==> src/rtl/countup_timer.sv <==
// Count-up M:SS stopwatch with its own one-second prescaler and start/stop/clear control.
// Emits the same 12-bit BCD word as the countdown, so the existing display logic is reused.
module countup_timer #(
  parameter int TICKS_PER_SEC = 31500000
) (
  input  logic        clk,
  input  logic        resetN,
  input  logic        start,
  input  logic        stop,
  input  logic        clear,
  output logic [11:0] Count_out,
  output logic        sec_tick,
  output logic        running,
  output logic        tc
);

  localparam int PW = (TICKS_PER_SEC > 1) ? $clog2(TICKS_PER_SEC) : 1;
  localparam logic [PW-1:0] PS_LAST = PW'(TICKS_PER_SEC - 1);
  localparam logic [11:0]   COUNT_MAX = 12'h959;

  typedef enum logic [1:0] {
    IDLE  = 2'd0,
    RUN   = 2'd1,
    PAUSE = 2'd2,
    DONE  = 2'd3
  } state_t;

  state_t        state;
  logic [PW-1:0] prescaler;

  // Advance M:SS by one second; the caller guarantees the input is below 9:59.
  function automatic logic [11:0] bcd_inc(input logic [11:0] v);
    logic [11:0] r;
    r = v;
    if (v[3:0] != 4'd9) begin
      r[3:0] = v[3:0] + 4'd1;
    end else begin
      r[3:0] = 4'd0;
      if (v[7:4] != 4'd5) begin
        r[7:4] = v[7:4] + 4'd1;
      end else begin
        r[7:4]  = 4'd0;
        r[11:8] = v[11:8] + 4'd1;
      end
    end
    return r;
  endfunction

  // The edge that takes stop in RUN still does RUN's counting work, so a stop on
  // the wrap cycle keeps its increment and partial seconds survive a pause.
  always_ff @(posedge clk or negedge resetN) begin
    if (!resetN) begin
      state     <= IDLE;
      prescaler <= '0;
      Count_out <= 12'h000;
      sec_tick  <= 1'b0;
      running   <= 1'b0;
      tc        <= 1'b0;
    end else begin
      sec_tick <= 1'b0;
      if (clear) begin
        state     <= IDLE;
        prescaler <= '0;
        Count_out <= 12'h000;
        running   <= 1'b0;
        tc        <= 1'b0;
      end else begin
        case (state)
          IDLE: begin
            if (start && !stop) begin
              state     <= RUN;
              prescaler <= '0;
              running   <= 1'b1;
            end
          end
          RUN: begin
            if (prescaler == PS_LAST) begin
              prescaler <= '0;
              if (Count_out == COUNT_MAX) begin
                state   <= DONE;
                running <= 1'b0;
                tc      <= 1'b1;
              end else begin
                Count_out <= bcd_inc(Count_out);
                sec_tick  <= 1'b1;
                if (stop) begin
                  state   <= PAUSE;
                  running <= 1'b0;
                end
              end
            end else begin
              prescaler <= prescaler + PW'(1);
              if (stop) begin
                state   <= PAUSE;
                running <= 1'b0;
              end
            end
          end
          PAUSE: begin
            if (start && !stop) begin
              state   <= RUN;
              running <= 1'b1;
            end
          end
          DONE: begin
            running <= 1'b0;
            tc      <= 1'b1;
          end
          default: begin
            state   <= IDLE;
            running <= 1'b0;
            tc      <= 1'b0;
          end
        endcase
      end
    end
  end

endmodule

==> config.mk <==
export PLATFORM = sky130hd
export DESIGN_NAME = countup_timer
export DESIGN_NICKNAME = d
export VERILOG_FILES = /design/src/rtl/countup_timer.sv
export SDC_FILE = /design/constraint.sdc
export NUM_CORES = 1
export LEC_CHECK = 0
export BUFFER_PORTS_ARGS = -buffer_cell sky130_fd_sc_hd__buf_2
export CAP_MARGIN = 20
export CORE_MARGIN = 5
export CORE_UTILIZATION = 40
export CTS_BUF_LIST = sky130_fd_sc_hd__clkbuf_2
export CTS_CLUSTER_DIAMETER = 60
export DETAILED_ROUTE_END_ITERATION = 12
export HOLD_SLACK_MARGIN = 0.1
export PLACE_DENSITY = 0.56
export SYNTH_ARGS = -nofsm -noshare
export SYNTH_HDL_FRONTEND = slang
export SYNTH_SLANG_ARGS = --single-unit
==> constraint.sdc <==
create_clock -name clk -period 5.55 [get_ports clk]
set_input_delay 1.11 -clock clk [delete_from_list [all_inputs] [get_ports clk]]
set_output_delay 1.11 -clock clk [all_outputs]
set_load 0.03 [all_outputs]
== Yosys cells after proc, flatten, opt, wreduce, memory -nomap -nowiden ==
Cells that the tools add are included.

* Register bits: 42
* Latch bits: 0
* Memory bits (writable): 0
* Bits in read-only memories: 0
* Bits of input ports: 5
* Output and inout port bits: 15
* Logic and storage cells: 73
* Memories kept: 0

* $add $sub $neg: 4
* Multipliers: 0
* Div/mod/pow operators: 0
* Magnitude comparators: 0
* Equal/unequal tests: 14
* Shifts and indexed selects: 0
* Mux-type cells: 32
* Bitwise operators: 0
* Reduce and logical (&&, ||, !) cells: 15

{| class="wikitable"
|+ Operators with widths
! operator !! number
|-
| $mux 25 || 3
|-
| $pmux 25 s2 || 1
|-
| $mux 12 || 4
|-
| $add 25x1->25 const B || 1
|-
| $eq 25x25->1 const B || 1
|-
| $add 4x1->4 const B || 3
|-
| $eq 12x12->1 const B || 1
|-
| $mux 1 || 12
|-
| $mux 4 || 3
|-
| $mux 2 || 5
|-
| $ne 3x3->1 const B || 3
|-
| $reduce_bool 3->1 || 3
|-
| $mux 8 || 1
|-
| $ne 2x2->1 const B || 3
|-
| $reduce_and 3->1 || 2
|-
| $reduce_and 5->1 || 1
|-
| $eq 2x2->1 const B || 2
|-
| $ne 4x3->1 const B || 1
|-
| $ne 4x4->1 const B || 1
|-
| $pmux 2 s2 || 1
|-
| $reduce_and 2->1 || 2
|-
| $reduce_and 4->1 || 1
|-
| $reduce_bool 2->1 || 2
|-
| $ne 3x1->1 const B || 1
|-
| other kinds (7) || 7
|}

== Logic depth before layout (Yosys ltp) ==
* Word-level depth: 7
* Gate-level depth with buffers: 8
* Mapped depth without buffers: 7

== Worst setup path before layout ==
Ideal clock, no wire load.

* Path kind: input -> register
* Start point: in start
* End point: reg prescaler[18]
* Library setup time: 121 ps
* Data arrival time: 2,266 ps
* Data required time: 5,429 ps
* Path slack: 3,163 ps
* Stages on the path: 6
* Buffers on the path: 1
* Path through: nor2b_1 > o311ai_0 > clkbuf_1 > nor3_1 > xnor2_1 > nor2_1

* Cells in the longest elaborated chain, start to end: 3

{| class="wikitable"
|+ Ends and longest elaborated chain
! what !! line !! text
|-
| start, declared || 8 || <nowiki>input logic start,</nowiki>
|-
| $logic_and 1x1->1 || 70 || <nowiki>if (start && !stop) begin</nowiki>
|-
| $ne 3x3->1 (no line) || n/a ||
|-
| $reduce_and 2->1 (no line) || n/a ||
|-
| end signal, assigned || 92 || <nowiki>prescaler <= prescaler + PW'(1);</nowiki>
|-
| end, declared || 29 || <nowiki>logic [PW-1:0] prescaler;</nowiki>
|}

Every way passes these cells.
A chain may end at the register's enable or synchronous reset.

== Worst setup path in the final report ==
* Start point: in clear
* End point: reg prescaler[21]

* Cells in the longest elaborated chain, start to end: 2
* Elaborated cells on any way between the ends: 4
* Classes of those cells: eq/ne: 1; mux: 1; reduce/logical: 2

{| class="wikitable"
|+ Ends and longest elaborated chain
! what !! line !! text
|-
| start, declared || 10 || <nowiki>input logic clear,</nowiki>
|-
| $ne 3x3->1 (no line) / $reduce_bool 3->1 (equally long branches) || n/a ||
|-
| $reduce_and 2->1 (no line) || n/a ||
|}

Several ways; a longest one is shown, not always the timed one.

==> flow_results.org <==
** Timing
- Clk_skew :: 22.92 ps
- Measured slew at the worst slew-check pin :: 936.1 ps
- Worst hold margin :: 530.3 ps
- Setup repair after global routing left no endpoint under its margin.
- Setup-failing EPs final :: 0
- Dividing the final minimum period by the clock period gives 45.16%.
- Count of endpoints failing hold in the final timing report :: 0
- In this run the tightest slew margin relative to its limit is 37.60%.
- Based on the critical path, the design can be clocked at up to 0.3990 GHz.
- Final Slew Violations :: 0
- Subtracting the final worst setup slack from the clock period gives 2506 ps.
- For the final routed database, the setup TNS stands at 0 ps.

** Layout
- Most common library cell in the layout ignoring fill and taps :: sky130_fd_sc_hd__dfrtp_1
- Cells fill 43.76% of the core in the end.
- Leaving out filler cells and counting taps, the final layout contains 343.
- Area used by multi-input combinational logic :: 0.001217 mm²
- Nets :: 279
- Commonest non-fill, non-tap cells in the layout :: sky130_fd_sc_hd__dfrtp_1, sky130_fd_sc_hd__nor2_1, sky130_fd_sc_hd__buf_2
- Fraction of final layout cells with drive strength greater than 1 :: 14.18%
- The sequential cells in the finished layout cover a total of 0.001051 mm².
- Area growth, synth to finish :: 8.076%
- The number of antenna diodes in the final layout is 0.
- Count of fill cells added during filler insertion :: 604

** Logic synthesis
- The synthesized design contains 0 enable-type register cells.
- Post-synth design cell area :: 0.002355 mm²
- Post-synthesis cell type count :: 50
- Simple-gate share of the synthesized area :: 28.32%
- Cells after Synth :: 248
- In this run, synthesis produced a sequential element count of 42.
- The synthesized netlist devotes 12.01% of its cell area to compound gates.
- In the synthesized netlist the dominant register cell turns out to be sky130_fd_sc_hd__dfrtp_1.
- For this run, asynchronously set or reset flops after synthesis account for 100.0%.
- During synthesis, Yosys emitted a total of 0 warnings.
- In the synthesized netlist, mux cells make up 0.9564% of the area.
- Synth Area in XOR/XNOR :: 6.695%
- Summing the areas of all fa, ha and maj instances in the mapped netlist gives 3.719% of the synthesized area.
- After synthesis, the largest family of logic cells by area is simple AND/OR/NAND/NOR gates.
- Mean post-synth cell area :: 9.495 µm²
- When the netlist entered floorplanning its net count stood at 260.
- Sequential area share after synthesis :: 44.63%

** Clock network
- Setup repair bufs after CTS :: 0
- The clock drives 42 sinks.
- The later pin in the worst-skew pair is clocked with a latency of 410 ps.
- The longest clock path from root to sink contains 2 buffers.
- In this run, post-CTS hold repair placed 0 buffers.
- CTS tree :: done
- After clock tree synthesis, the clock-pin slew on the worst setup and hold paths is 230 ps.
- CTS built an H-tree with a depth of 2.
- Post_cts resized :: 0
- Buffer cell driving the clock tree root :: sky130_fd_sc_hd__clkbuf_2
- CTS buffer count :: 5

** Route
- WL final :: 4968 µm
- Detailed-route vias per instance :: 5.399
- Dividing the detail-routed wire length by the instance count gives 14.48 µm.
- The first TritonRoute pass finished after 4 iterations.
- DR iter-0 viols :: 58
- After detailed routing, the number of remaining DRC violations is 0.
- Via count :: 1852
- Post-route ant nets :: 0

** Critical path
- The worst setup path is launched from an input port.
- Data on the critical path is required at its endpoint by 5830 ps.
- The largest single stage delay on the critical path is 640 ps.
- CP Class :: in -> reg
- Cell type group with the largest total delay on the critical path :: compound AO/OA/AOI/OAI gates
- Buffers plus inverters on the worst setup path :: 1
- Critical path cell sequence :: buf_2 -> nand2b_1 -> a21boi_1 -> nand4_1 -> xor2_1 -> nor2_1
- Highest net fanout along the worst path :: 22
- STA classifies the critical path endpoint as a flip-flop.
- For this design, the slowest cell found on the critical path is sky130_fd_sc_hd__a21boi_1.
- Signal arrival time at the worst endpoint :: 2790 ps

** Placed design
- Number of cells after detailed placement :: 334
- Last weighted congestion value of the routability-driven placer :: 0.7652
- Port Buffer Count :: 19
- Detailed placement ended at an HPWL of 3453 µm.

** Global route
- Entering global routing, the biggest net connects 43 pins.
- The first global-routing pass estimated 8528 µm of wire.
- The initial antenna violation count is 0.
- Aggregate global-route resource usage :: 14.38%
- Global routing finished with a remaining overflow of 0.
- The number of global-route vias before repair was 1797.

** Die
- Area of the die :: 0.007521 mm²
- Starting utilization of the core area :: 40.49%
- Num rows :: 28
- The total area inside the core boundary comes to 0.005816 mm².
- Die height :: 86.73 µm
- From left edge to right edge, the die measures 86.73 µm.
- 20 I/O pins were placed.

** Hold path
- In this run the worst hold path is classified as reg -> reg.

** Flow run
- Maxcap violations :: 0

** Outcome
- Status :: complete, no violations

** Pwr
- IR Drop Worst-Case VDD :: 102.5 µV
- Summed over all cells, the static leakage comes to 1.061 nW.
- Final Power :: 0.4653 mW
- Power spread over the standard cell area amounts to 182.8 mW/mm².
[power breakdown]
group | switching, mW | leakage (nW) | internal (mW)
sequential | 0.00142 | 0.585 | 0.308
combinational | 0.0206 | 0.445 | 0.00530
clock | 0.0989 | 0.0304 | 0.0310
total | 0.121 | 1.06 | 0.344
[routing by layer]
metal,GRT usage (%),routed length [µm],vias up
li1,-,-,939
met1,18.51,2358,870
met2,23.85,2336,35
met3,2.947,201,8
met4,5.241,70,0
met5,0,0,-
[cell type report]
cell class | instances | share of cell area (%)
repair buffers | 21 | 4.326
well taps | 75 | 3.687
clock inverters | 2 | 0.3441
clock buffers | 6 | 1.180
inverters | 9 | 1.327
flip-flops and latches | 42 | 41.30
multi-input cells | 188 | 47.84
[logic make-up (layout without fill, tap and decap cells)]
group           count (synthesis)  count (layout)
compound gates                 44              44
simple gates                  117             117
fa+ha+maj                       7               7
buf+inv                        18              38
flops                          42              42
mux                             2               2
xor+xnor                       18              18
[synth_stat cells (2+ instances only)]
cell	instances	area (µm²)
sky130_fd_sc_hd__o21ai_0	10	50.05
sky130_fd_sc_hd__or4_1	7	52.55
sky130_fd_sc_hd__nand4_1	12	75.07
sky130_fd_sc_hd__buf_2	2	10.01
sky130_fd_sc_hd__and3_1	8	50.05
sky130_fd_sc_hd__xnor2_1	11	96.34
sky130_fd_sc_hd__ha_1	7	87.58
sky130_fd_sc_hd__clkbuf_1	4	15.01
sky130_fd_sc_hd__a221o_1	2	20.02
sky130_fd_sc_hd__nor3_1	8	40.04
sky130_fd_sc_hd__nand3_1	6	30.03
sky130_fd_sc_hd__nor4_1	7	43.79
sky130_fd_sc_hd__a31oi_1	4	25.02
sky130_fd_sc_hd__xor2_1	7	61.31
sky130_fd_sc_hd__nor2b_1	2	12.51
sky130_fd_sc_hd__dfrtp_1	42	1051
sky130_fd_sc_hd__nand2_1	16	60.06
sky130_fd_sc_hd__nand2b_1	4	25.02
sky130_fd_sc_hd__buf_6	2	22.52
sky130_fd_sc_hd__a21oi_1	15	75.07
sky130_fd_sc_hd__inv_1	9	33.78
sky130_fd_sc_hd__mux2_2	2	22.52
sky130_fd_sc_hd__or3_1	2	12.51
sky130_fd_sc_hd__nand3b_1	3	22.52
sky130_fd_sc_hd__o31ai_1	3	22.52
sky130_fd_sc_hd__nor2_1	29	108.9
[flip-flops by register name, summed over array words and instances, names as in the netlist]
signal and cells:
running 1, state 2, prescaler 25, tc 1
Count_out 12, sec_tick 1
[metrics by stage]
step | instance area [µm²] | setup slack (ps)
floorplan | 2355 | 3163
global placement | 2499 | 2576
detailed placement | 2499 | 2426
CTS | 2537 | 2866
global route | 2545 | 2891
finish | 2545 | 3044
[worst register-to-register path, cell delays in order, from the launching register on]
cell                        delay (ps)
sky130_fd_sc_hd__dfrtp_1           450
sky130_fd_sc_hd__ha_1              210
sky130_fd_sc_hd__nand4bb_1         160
sky130_fd_sc_hd__nor4_4            410
sky130_fd_sc_hd__a2111oi_2         120
sky130_fd_sc_hd__clkbuf_4          220
sky130_fd_sc_hd__nor2_2            570
sky130_fd_sc_hd__nor2_1            120
[path summary, 6_finish.rpt]
path                              startpoint            end  slack, ps  depth (start not counted)
max in group asynchronous             resetN   prescaler[2]       4160                          1
worst min-delay path                      tc             tc        530                          2
worst min register to register            tc             tc        530                          2
worst max-delay path                   clear  prescaler[21]       3040                          6
worst max register to register  prescaler[0]  prescaler[24]       3160                          7
min in group asynchronous             resetN        running        800                          1
Power figures use the tool's default switching activity.
